==> config.mk <==
export PLATFORM = sky130hd
export DESIGN_NAME = sram_march_tester
export DESIGN_NICKNAME = d
export VERILOG_FILES = /design/src/rtl/sram_march_tester.sv
export SDC_FILE = /design/constraint.sdc
export NUM_CORES = 1
export LEC_CHECK = 0
export BUFFER_PORTS_ARGS = -buffer_cell sky130_fd_sc_hd__buf_2
export CORE_ASPECT_RATIO = 1.75
export CORE_MARGIN = 4
export CORE_UTILIZATION = 35
export CTS_CLUSTER_DIAMETER = 60
export CTS_CLUSTER_SIZE = 30
export DETAILED_ROUTE_END_ITERATION = 16
export GPL_ROUTABILITY_DRIVEN = 0
export PLACE_DENSITY = 0.56
export SLEW_MARGIN = 10
export SYNTH_ARGS = -nofsm -noshare
export SYNTH_HDL_FRONTEND = slang
export SYNTH_SLANG_ARGS = --single-unit
==> constraint.sdc <==
create_clock -name clk_i -period 3.7 [get_ports clk_i]
set_input_delay 0.925 -clock clk_i [delete_from_list [all_inputs] [get_ports clk_i]]
set_output_delay 0.925 -clock clk_i [all_outputs]
set_load 0.02 [all_outputs]
==> src/rtl/sram_march_tester.sv <==
// sram_march_tester: March C- built-in self-test initiator for one SRAM bank.
//
// Runs the six March C- elements over the whole bank, one request per cycle, and
// compares each read against the expected data background one cycle later.
//
// Ports:
//   clk_i, rst_i            clock, asynchronous active-high reset
//   start_i                 launch a test (honoured only while idle or done)
//   busy_o                  test in progress; this block owns the bank port
//   done_o, pass_o          test finished / no mismatch seen (valid while done_o)
//   fail_addr_o/elem_o      address and element index of the first mismatch
//   fail_cnt_o              saturating mismatch count
//   sram_*                  bank request port (req/we/addr/wdata/be/retention)
//   sram_rdata_i            read data, valid the cycle after a read request
module sram_march_tester #(
  parameter int unsigned NumWords     = 8192,
  parameter int unsigned AddrWidth    = $clog2(NumWords),
  parameter int unsigned FailCntWidth = 16
) (
  input  logic                    clk_i,
  input  logic                    rst_i,
  input  logic                    start_i,
  output logic                    busy_o,
  output logic                    done_o,
  output logic                    pass_o,
  output logic [AddrWidth-1:0]    fail_addr_o,
  output logic [2:0]              fail_elem_o,
  output logic [FailCntWidth-1:0] fail_cnt_o,
  output logic                    sram_req_o,
  output logic                    sram_we_o,
  output logic [AddrWidth-1:0]    sram_addr_o,
  output logic [31:0]             sram_wdata_o,
  output logic [3:0]              sram_be_o,
  output logic                    sram_set_retentive_no,
  input  logic [31:0]             sram_rdata_i
);

  localparam logic [AddrWidth-1:0]    LastAddr = AddrWidth'(NumWords - 1);
  localparam logic [AddrWidth-1:0]    AddrOne  = AddrWidth'(1);
  localparam logic [FailCntWidth-1:0] CntOne   = FailCntWidth'(1);
  localparam logic [FailCntWidth-1:0] CntMax   = '1;

  typedef enum logic [1:0] {StIdle, StRun, StDrain, StDone} state_e;

  state_e state_q, state_d;

  // RUN sub-state: element index, read/write phase, address
  logic [2:0]              elem_q, elem_d;
  logic                    wr_q, wr_d;
  logic [AddrWidth-1:0]    addr_q, addr_d;

  // Compare pipeline stage for the read issued last cycle
  logic                    cmp_valid_q, cmp_valid_d;
  logic [31:0]             cmp_exp_q, cmp_exp_d;
  logic [AddrWidth-1:0]    cmp_addr_q, cmp_addr_d;
  logic [2:0]              cmp_elem_q, cmp_elem_d;

  // Result registers
  logic [FailCntWidth-1:0] fail_cnt_q, fail_cnt_d;
  logic [AddrWidth-1:0]    fail_addr_q, fail_addr_d;
  logic [2:0]              fail_elem_q, fail_elem_d;
  logic                    done_q, done_d;
  logic                    pass_q, pass_d;

  logic                    launch;
  logic                    down;
  logic                    at_end;
  logic                    addr_done;
  logic                    elem_done;
  logic                    mismatch;
  logic [31:0]             rd_exp;
  logic [31:0]             wr_val;

  // Element decode: E3/E4 descend; E2/E4 read ones; E1/E3 write ones.
  assign down      = (elem_q == 3'd3) || (elem_q == 3'd4);
  assign at_end    = down ? (addr_q == '0) : (addr_q == LastAddr);
  // E0 and E5 are single-op elements; otherwise the write closes the address.
  assign addr_done = (elem_q == 3'd0) || (elem_q == 3'd5) || wr_q;
  assign elem_done = addr_done && at_end;
  assign rd_exp    = ((elem_q == 3'd2) || (elem_q == 3'd4)) ? '1 : '0;
  assign wr_val    = ((elem_q == 3'd1) || (elem_q == 3'd3)) ? '1 : '0;
  assign mismatch  = cmp_valid_q && (|(sram_rdata_i ^ cmp_exp_q));

  // ---------------------------------------------------------------------------
  // FSM: state register
  // ---------------------------------------------------------------------------
  always_ff @(posedge clk_i or posedge rst_i) begin
    if (rst_i) begin
      state_q <= StIdle;
    end else begin
      state_q <= state_d;
    end
  end

  // ---------------------------------------------------------------------------
  // FSM: next state
  // ---------------------------------------------------------------------------
  always_comb begin
    state_d = state_q;
    launch  = 1'b0;
    unique case (state_q)
      StIdle, StDone: begin
        if (start_i) begin
          launch  = 1'b1;
          state_d = StRun;
        end
      end
      StRun: begin
        if (elem_done && (elem_q == 3'd5)) begin
          state_d = StDrain;
        end
      end
      StDrain: state_d = StDone;
      default: state_d = StIdle;
    endcase
  end

  // ---------------------------------------------------------------------------
  // FSM: outputs (decoded from registers only)
  // ---------------------------------------------------------------------------
  always_comb begin
    busy_o       = 1'b0;
    sram_req_o   = 1'b0;
    sram_we_o    = 1'b0;
    sram_addr_o  = '0;
    sram_wdata_o = '0;
    unique case (state_q)
      StRun: begin
        busy_o       = 1'b1;
        sram_req_o   = 1'b1;
        sram_we_o    = wr_q;
        sram_addr_o  = addr_q;
        sram_wdata_o = wr_val;
      end
      StDrain: busy_o = 1'b1;
      default: ;
    endcase
  end

  assign sram_be_o             = 4'hF;
  assign sram_set_retentive_no = 1'b1;
  assign done_o                = done_q;
  assign pass_o                = pass_q;
  assign fail_cnt_o            = fail_cnt_q;
  assign fail_addr_o           = fail_addr_q;
  assign fail_elem_o           = fail_elem_q;

  // ---------------------------------------------------------------------------
  // Sequencer and compare datapath next state
  // ---------------------------------------------------------------------------
  always_comb begin
    elem_d = elem_q;
    wr_d   = wr_q;
    addr_d = addr_q;
    if (launch) begin
      elem_d = 3'd0;
      wr_d   = 1'b1;
      addr_d = '0;
    end else if (state_q == StRun) begin
      if (elem_done) begin
        if (elem_q != 3'd5) begin
          elem_d = elem_q + 3'd1;
          wr_d   = 1'b0;
          // Elements after E2 and E3 are the descending ones.
          addr_d = ((elem_q == 3'd2) || (elem_q == 3'd3)) ? LastAddr : '0;
        end
      end else if (addr_done) begin
        wr_d   = (elem_q == 3'd0);
        addr_d = down ? (addr_q - AddrOne) : (addr_q + AddrOne);
      end else begin
        wr_d = 1'b1;
      end
    end
  end

  always_comb begin
    cmp_valid_d = (state_q == StRun) && !wr_q;
    cmp_exp_d   = rd_exp;
    cmp_addr_d  = addr_q;
    cmp_elem_d  = elem_q;
  end

  always_comb begin
    fail_cnt_d  = fail_cnt_q;
    fail_addr_d = fail_addr_q;
    fail_elem_d = fail_elem_q;
    done_d      = done_q;
    pass_d      = pass_q;
    if (launch) begin
      fail_cnt_d  = '0;
      fail_addr_d = '0;
      fail_elem_d = '0;
      done_d      = 1'b0;
      pass_d      = 1'b0;
    end else begin
      if (mismatch) begin
        if (fail_cnt_q != CntMax) begin
          fail_cnt_d = fail_cnt_q + CntOne;
        end
        // Count never wraps back to zero, so zero means "no mismatch yet".
        if (fail_cnt_q == '0) begin
          fail_addr_d = cmp_addr_q;
          fail_elem_d = cmp_elem_q;
        end
      end
      // DRAIN folds in the final E5 read before the verdict is latched.
      if (state_q == StDrain) begin
        done_d = 1'b1;
        pass_d = (fail_cnt_d == '0);
      end
    end
  end

  always_ff @(posedge clk_i or posedge rst_i) begin
    if (rst_i) begin
      elem_q      <= '0;
      wr_q        <= 1'b0;
      addr_q      <= '0;
      cmp_valid_q <= 1'b0;
      cmp_exp_q   <= '0;
      cmp_addr_q  <= '0;
      cmp_elem_q  <= '0;
      fail_cnt_q  <= '0;
      fail_addr_q <= '0;
      fail_elem_q <= '0;
      done_q      <= 1'b0;
      pass_q      <= 1'b0;
    end else begin
      elem_q      <= elem_d;
      wr_q        <= wr_d;
      addr_q      <= addr_d;
      cmp_valid_q <= cmp_valid_d;
      cmp_exp_q   <= cmp_exp_d;
      cmp_addr_q  <= cmp_addr_d;
      cmp_elem_q  <= cmp_elem_d;
      fail_cnt_q  <= fail_cnt_d;
      fail_addr_q <= fail_addr_d;
      fail_elem_q <= fail_elem_d;
      done_q      <= done_d;
      pass_q      <= pass_d;
    end
  end

endmodule

=== Word level (Yosys, flattened, before mapping) ===
Index checks and enable logic that the tools add are counted.

* Add/sub/neg operators: 4
* Multipliers: 0
* Div/mod/pow operators: 0
* Order comparisons: 0
* Equality and inequality tests: 14
* Shifts and indexed selects: 0
* Mux-type cells: 43
* Bitwise gates (word level): 1
* Reduce and logical (&&, ||, !) cells: 31

{| class="wikitable"
|+ Operator list
! operator !! number
|-
| $mux W13 || 11
|-
| $mux W32 || 3
|-
| $mux W16 || 4
|-
| $logic_not A16 Y1 || 2
|-
| $reduce_or A32 Y1 || 1
|-
| $xor A32 B32 Y32 || 1
|-
| $mux W3 || 7
|-
| $add A16 B1 Y16 const B || 1
|-
| $ne A16 B16 Y1 const B || 1
|-
| $mux W1 || 15
|-
| $add A13 B1 Y13 const B || 1
|-
| $eq A13 B13 Y1 const B || 1
|-
| $logic_not A13 Y1 || 1
|-
| $sub A13 B1 Y13 const B || 1
|-
| $reduce_bool A2 Y1 || 6
|-
| $eq A3 B2 Y1 const B || 2
|-
| $eq A3 B3 Y1 const B || 2
|-
| $logic_or A1 B1 Y1 || 6
|-
| $pmux W2 S3 || 1
|-
| $reduce_and A2 Y1 || 3
|-
| $reduce_and A3 Y1 || 2
|-
| $eq A2 B2 Y1 const B || 2
|-
| $logic_and A1 B1 Y1 || 4
|-
| $mux W2 || 2
|-
| 11 further kinds || 13
|}

* Register bits: 102
* Bits in latches: 0
* Bits in writable memories: 0
* Memory bits (read-only): 0
* Input bits: 35
* Word-level logic and storage cells: 106
* Memories: 0

=== Longest topological paths before layout ===
* Depth in word-level cells: 8
* Gate-level depth with buffers: 14
* Gate-level depth less buffers: 14

=== Worst setup path after synthesis ===
OpenSTA, ideal clock, no wires.

* Path type: register to output
* Start: reg state_q[1]
* End: out sram_wdata_o[10]
* Data arrival time: 2717 ps
* Data required time: 2775 ps
* Path slack: 58 ps
* Stages on the path, launching flop included: 6
* Buffers on the path: 2
* Path through: dfrtp_1 > inv_1 > ha_1 > clkbuf_1 > nor2b_1 > buf_4

* Longest elaborated chain between the ends: 2

{| class="wikitable"
|+ Ends and longest elaborated chain
! element !! line !! source
|-
| start, declared || 45 || <nowiki>state_e state_q, state_d;</nowiki>
|-
| start signal, assigned || 89 || <nowiki>state_q <= StIdle;</nowiki>
|-
| start signal, assigned || 91 || <nowiki>state_q <= state_d;</nowiki>
|-
| $eq A2 B1 Y1 || 127 || <nowiki>unique case (state_q)</nowiki>
|-
| $mux W32 || 127 ||
|-
| end, declared || 32 || <nowiki>output logic [31:0] sram_wdata_o,</nowiki>
|}

Every way passes these cells.

=== Worst setup path after layout ===
* Start: reg elem_q[0], in the netlist cmp_elem_d[0]
* End: reg addr_q[12]

* Longest elaborated chain between the ends: 7

{| class="wikitable"
|+ Ends and longest elaborated chain
! element !! line !! source
|-
| start, declared || 48 || <nowiki>logic [2:0] elem_q, elem_d;</nowiki>
|-
| start signal, assigned || 229 || <nowiki>elem_q <= elem_d;</nowiki>
|-
| $eq A3 B2 Y1, or another cell as far along || 75, 165 ||
|-
| $logic_or A1 B1 Y1, on equally long branches || 75, 165, 78 ||
|-
| $mux W13, or another cell as far along || 169 || <nowiki>addr_d = down ? (addr_q - AddrOne) : (addr_q + AddrOne);</nowiki>
|-
| $mux W13, or another cell as far along || 167 || <nowiki>end else if (addr_done) begin</nowiki>
|-
| $mux W13 || 160 || <nowiki>if (elem_done) begin</nowiki>
|-
| $mux W13 || 159 || <nowiki>end else if (state_q == StRun) begin</nowiki>
|-
| $mux W13 || 155 || <nowiki>if (launch) begin</nowiki>
|-
| end signal, assigned || 231 || <nowiki>addr_q <= addr_d;</nowiki>
|-
| end, declared || 50 || <nowiki>logic [AddrWidth-1:0] addr_q, addr_d;</nowiki>
|}

Parallel ways exist; a longest one is shown, timed or not. The select of a mux whose other input is x is not followed.
A chain may end at the register's enable or synchronous reset.

==> results.md <==
* Antenna cells at 0
* Clock latency on the worst-skew pair at 0.33 ns
* Post-synth top flop: dfrtp_1
* CTS H-Tree Depth at 3
* Fin. Hold Viols at 0
* Finished Core Util at 41.8%
* RSZ-0062 raised after global routing: no
* Least-Margin Pin Slew at 0.889 ns
* Ys async rst share at 100%
* Number of synthesized flops with an enable pin at 0
* NumNets Final at 651
* Max Fclk at 314 MHz
* Hold Crit Start: cmp_elem_d[0]
* DRC Markers at 0
* Max stage delay on crit path at 0.41 ns
* HP Class: register to register
* Final Max Tran Viols at 0
* PnR worst setup slack at 0.520 ns
* Post-DP HPWL at 9100 um
* Library cells used by synthesis at a little over 60
* Yosys reg bits at 71
* Register area at ~1800 sq um
* Die width at 94.4 um
* I/O pin cnt at 122
* Max_cap viols at 0
* Most common cell on crit path: ha_1
* Final antenna-violating net count at 0
* CTS tree: yes
* Endpoint type of the worst setup path: register
* Total CTS buffers at 9
* Total Routing Usage GR at between 10% and 20%
* CP Launch Type: register
* Worst Hold Path EP: cmp_elem_q[0]
* Post-CTS setup buffer count at 0
* Syn avg cell area at 9.01 sq um
* Vias post-DR at 3,929
* Final wirelength at approximately 12,000 um
* R2r setup slk at 0.52 ns
* Hold-fix buffers, CTS at 0
* Critical path required time at 3.91 ns
* Synthesized area at 4570 sq um
* Setup TNS Final at 0 ns
* Drt first-iter violations at 156
* Synthesized netlist cell count at 507
* Most frequent cells in the layout: buf_2 (116), dfrtp_1 (71), nand2_1 (52), nor2_1 (47), nand3_1 (24)
* # setup viols final at 0
* Post-synth top area share at 38.9%
* Routed len/inst at 15.5 um
* Arrival @ worst endpoint at 3.39 ns
* Post-cts sizing count at 0
* P&R area growth vs syn at 17.9%
* DIE HEIGHT at 159 um
* Antenna violations before repair at 0
* Worst Hold Path Cells at 0
* Static leakage power at 2.78 nW
* Post-synthesis sequential area ratio at a little under 40%
* Detailed Routing Iterations Pass 1 at 4
* Max VDD drop at 199 uV
* Leading post-synthesis cells by cell area: dfrtp_1 (39%), buf_4 (6.1%), ha_1 (5.8%)
* Port Buf Inserts at 116
* Layout cells sized above 1 at a little over a quarter
* Root buf cell: clkbuf_16
* Initial Util at between 30% and 40%
* Die area at 15,000 sq um
* Fin crit period at about 3.2 ns
* Final worst path period share at 85.9%
* FF-to-FF path depth at 14
* Fill count at 1,318
* Kind of critical path: register to register
* Cell at the slowest stage of the critical path: a211oi_1
* Global-route wire length before repair at 19,400 um
* Yosys top cell by area: dfrtp_1
* Critical-path maximum fanout at 12
* Cell count after placement at 754
* R2R Path End: addr_q[12]
* Drt via density at around 5.1
* Reg2Reg Launch Point: cmp_elem_d[0]
* PwrDens at 414 nW/um^2
* Number of global-route vias before repair at 3,980
* Crit-path cells: inv_1 -> ha_1 -> nand2_1 -> o21ai_2 -> buf_4 -> ha_1 -> nor2b_1 -> o21a_1 -> o21ai_0 -> a211oi_1 -> nor3_1 -> or3_1 -> nand4_1 -> nand3_1
* Clk sinks at 71
* Core Box Area at 12,900 sq um
* Clock buffer depth at 2
* Total congestion overflow at 0
* Area of the multi-input gates at 2390 sq um
* Num rows at 55
* Slew HR at 40.7%
* Synth warnings at 0
* Pre-CTS WS at 0.378 ns
* Most common cell after layout, fill and taps aside: buf_2
* Clk slew on worst S/H paths at 0.06 ns
* Largest net degree at the start of global routing at 42
* Status: complete, no violations
* Clock Skews at 0.00758 ns
* Non-Filler Instances at a little under 800
[synthesized netlist by cell type (all sizes together), types with 4 or more instances]
| cell type | number |
|---|---|
| nand3 | 25 |
| and3 | 5 |
| or4 | 5 |
| clkbuf | 8 |
| dfrtp | 71 |
| or2 | 4 |
| nand4 | 10 |
| a2111oi | 5 |
| nor2 | 48 |
| xnor2 | 21 |
| nor3 | 19 |
| and2 | 19 |
| a21oi | 14 |
| or3 | 11 |
| buf | 43 |
| nor4 | 9 |
| nand2 | 54 |
| ha | 21 |
| nor2b | 6 |
| mux2 | 4 |
| inv | 20 |
| mux2i | 20 |
| o21ai | 24 |
| a211oi | 4 |
[how the worst max path moves through the flow]
stage / from / to / slack (ns) / depth (start not counted)
3_3_place_gp: sram_rdata_i[2] / pass_o / 0.44 / 9
6_report: cmp_elem_d[0] / addr_q[12] / 0.52 / 14
2_1_floorplan: state_q[1] / sram_wdata_o[10] / 0.06 / 5
5_1_grt: cmp_elem_d[0] / addr_q[12] / 0.23 / 14
3_5_place_dp: sram_rdata_i[2] / pass_o / 0.38 / 9
4_1_cts: cmp_elem_d[0] / addr_q[12] / 0.48 / 14
[kinds of logic (layout without fill, tap and decap cells)]
logic type / count (synthesis) / count (layout) / share of synthesized area, %
XOR/XNOR: 22 / 22 / 4.22
multiplexers: 24 / 24 / 5.37
AO/OA/AOI/OAI: 74 / 74 / 11.6
buffers and inverters: 71 / 159 / 9.18
AND/OR/NAND/NOR: 222 / 222 / 24.4
adder cells (fa/ha/maj): 22 / 22 / 6.19
flip-flops: 71 / 71 / 38.9
other: 1 / 5 / 0.0821
[report_power, final]
part / internal, mW / switching, mW
sequential: 0.820 / 0.0386
clock: 0.468 / 0.365
combinational: 0.166 / 0.371
[stage by stage]
step                cell area [sq um]  total power, mW  hold slack [ns]
global route                     5390             2.36            0.478
detailed placement               5100             1.42            0.432
global placement                 5100             1.41            0.421
floorplan                        4580             1.23            0.349
finish                           5390             2.23            0.444
CTS                              5390             2.26            0.446
[sequential cells by signal, indices dropped and copies added, names as in the netlist, 2 cells and up]
signal and count:
cmp_elem_q 3, state_q 2, fail_cnt_o 16, fail_elem_o 3, cmp_elem_d 3, addr_q 13
cmp_addr_q 13, fail_addr_o 13
[area by class of cell]
cell class	count	area share, %
multi-input combinational	369	44.3
inverter	20	1.39
clock inverter	7	1.16
tap	171	3.97
timing repair buffer	123	12.0
clock buffer	9	4.18
sequential	71	33.0
[critical path: cells and delay by family (launching register included)]
family          cells  cell delay [ns]
fa+ha+maj           2             0.59
flops               1             0.39
buf+inv             2             0.32
compound gates      4             0.81
simple gates        6             0.95
[per-layer routing]
layer / part of all wire (%) / up-vias / wire, um / global-route usage (%)
li1: - / 1915 / - / -
met1: 37 / 1903 / 4400 / 16.6
met2: 58 / 91 / 6880 / 31.4
met3: 3.3 / 20 / 389 / 2.60
met4: 1.9 / 0 / 225 / 5.52
met5: 0 / - / 0 / 0
Power figures use the tool's default switching activity.
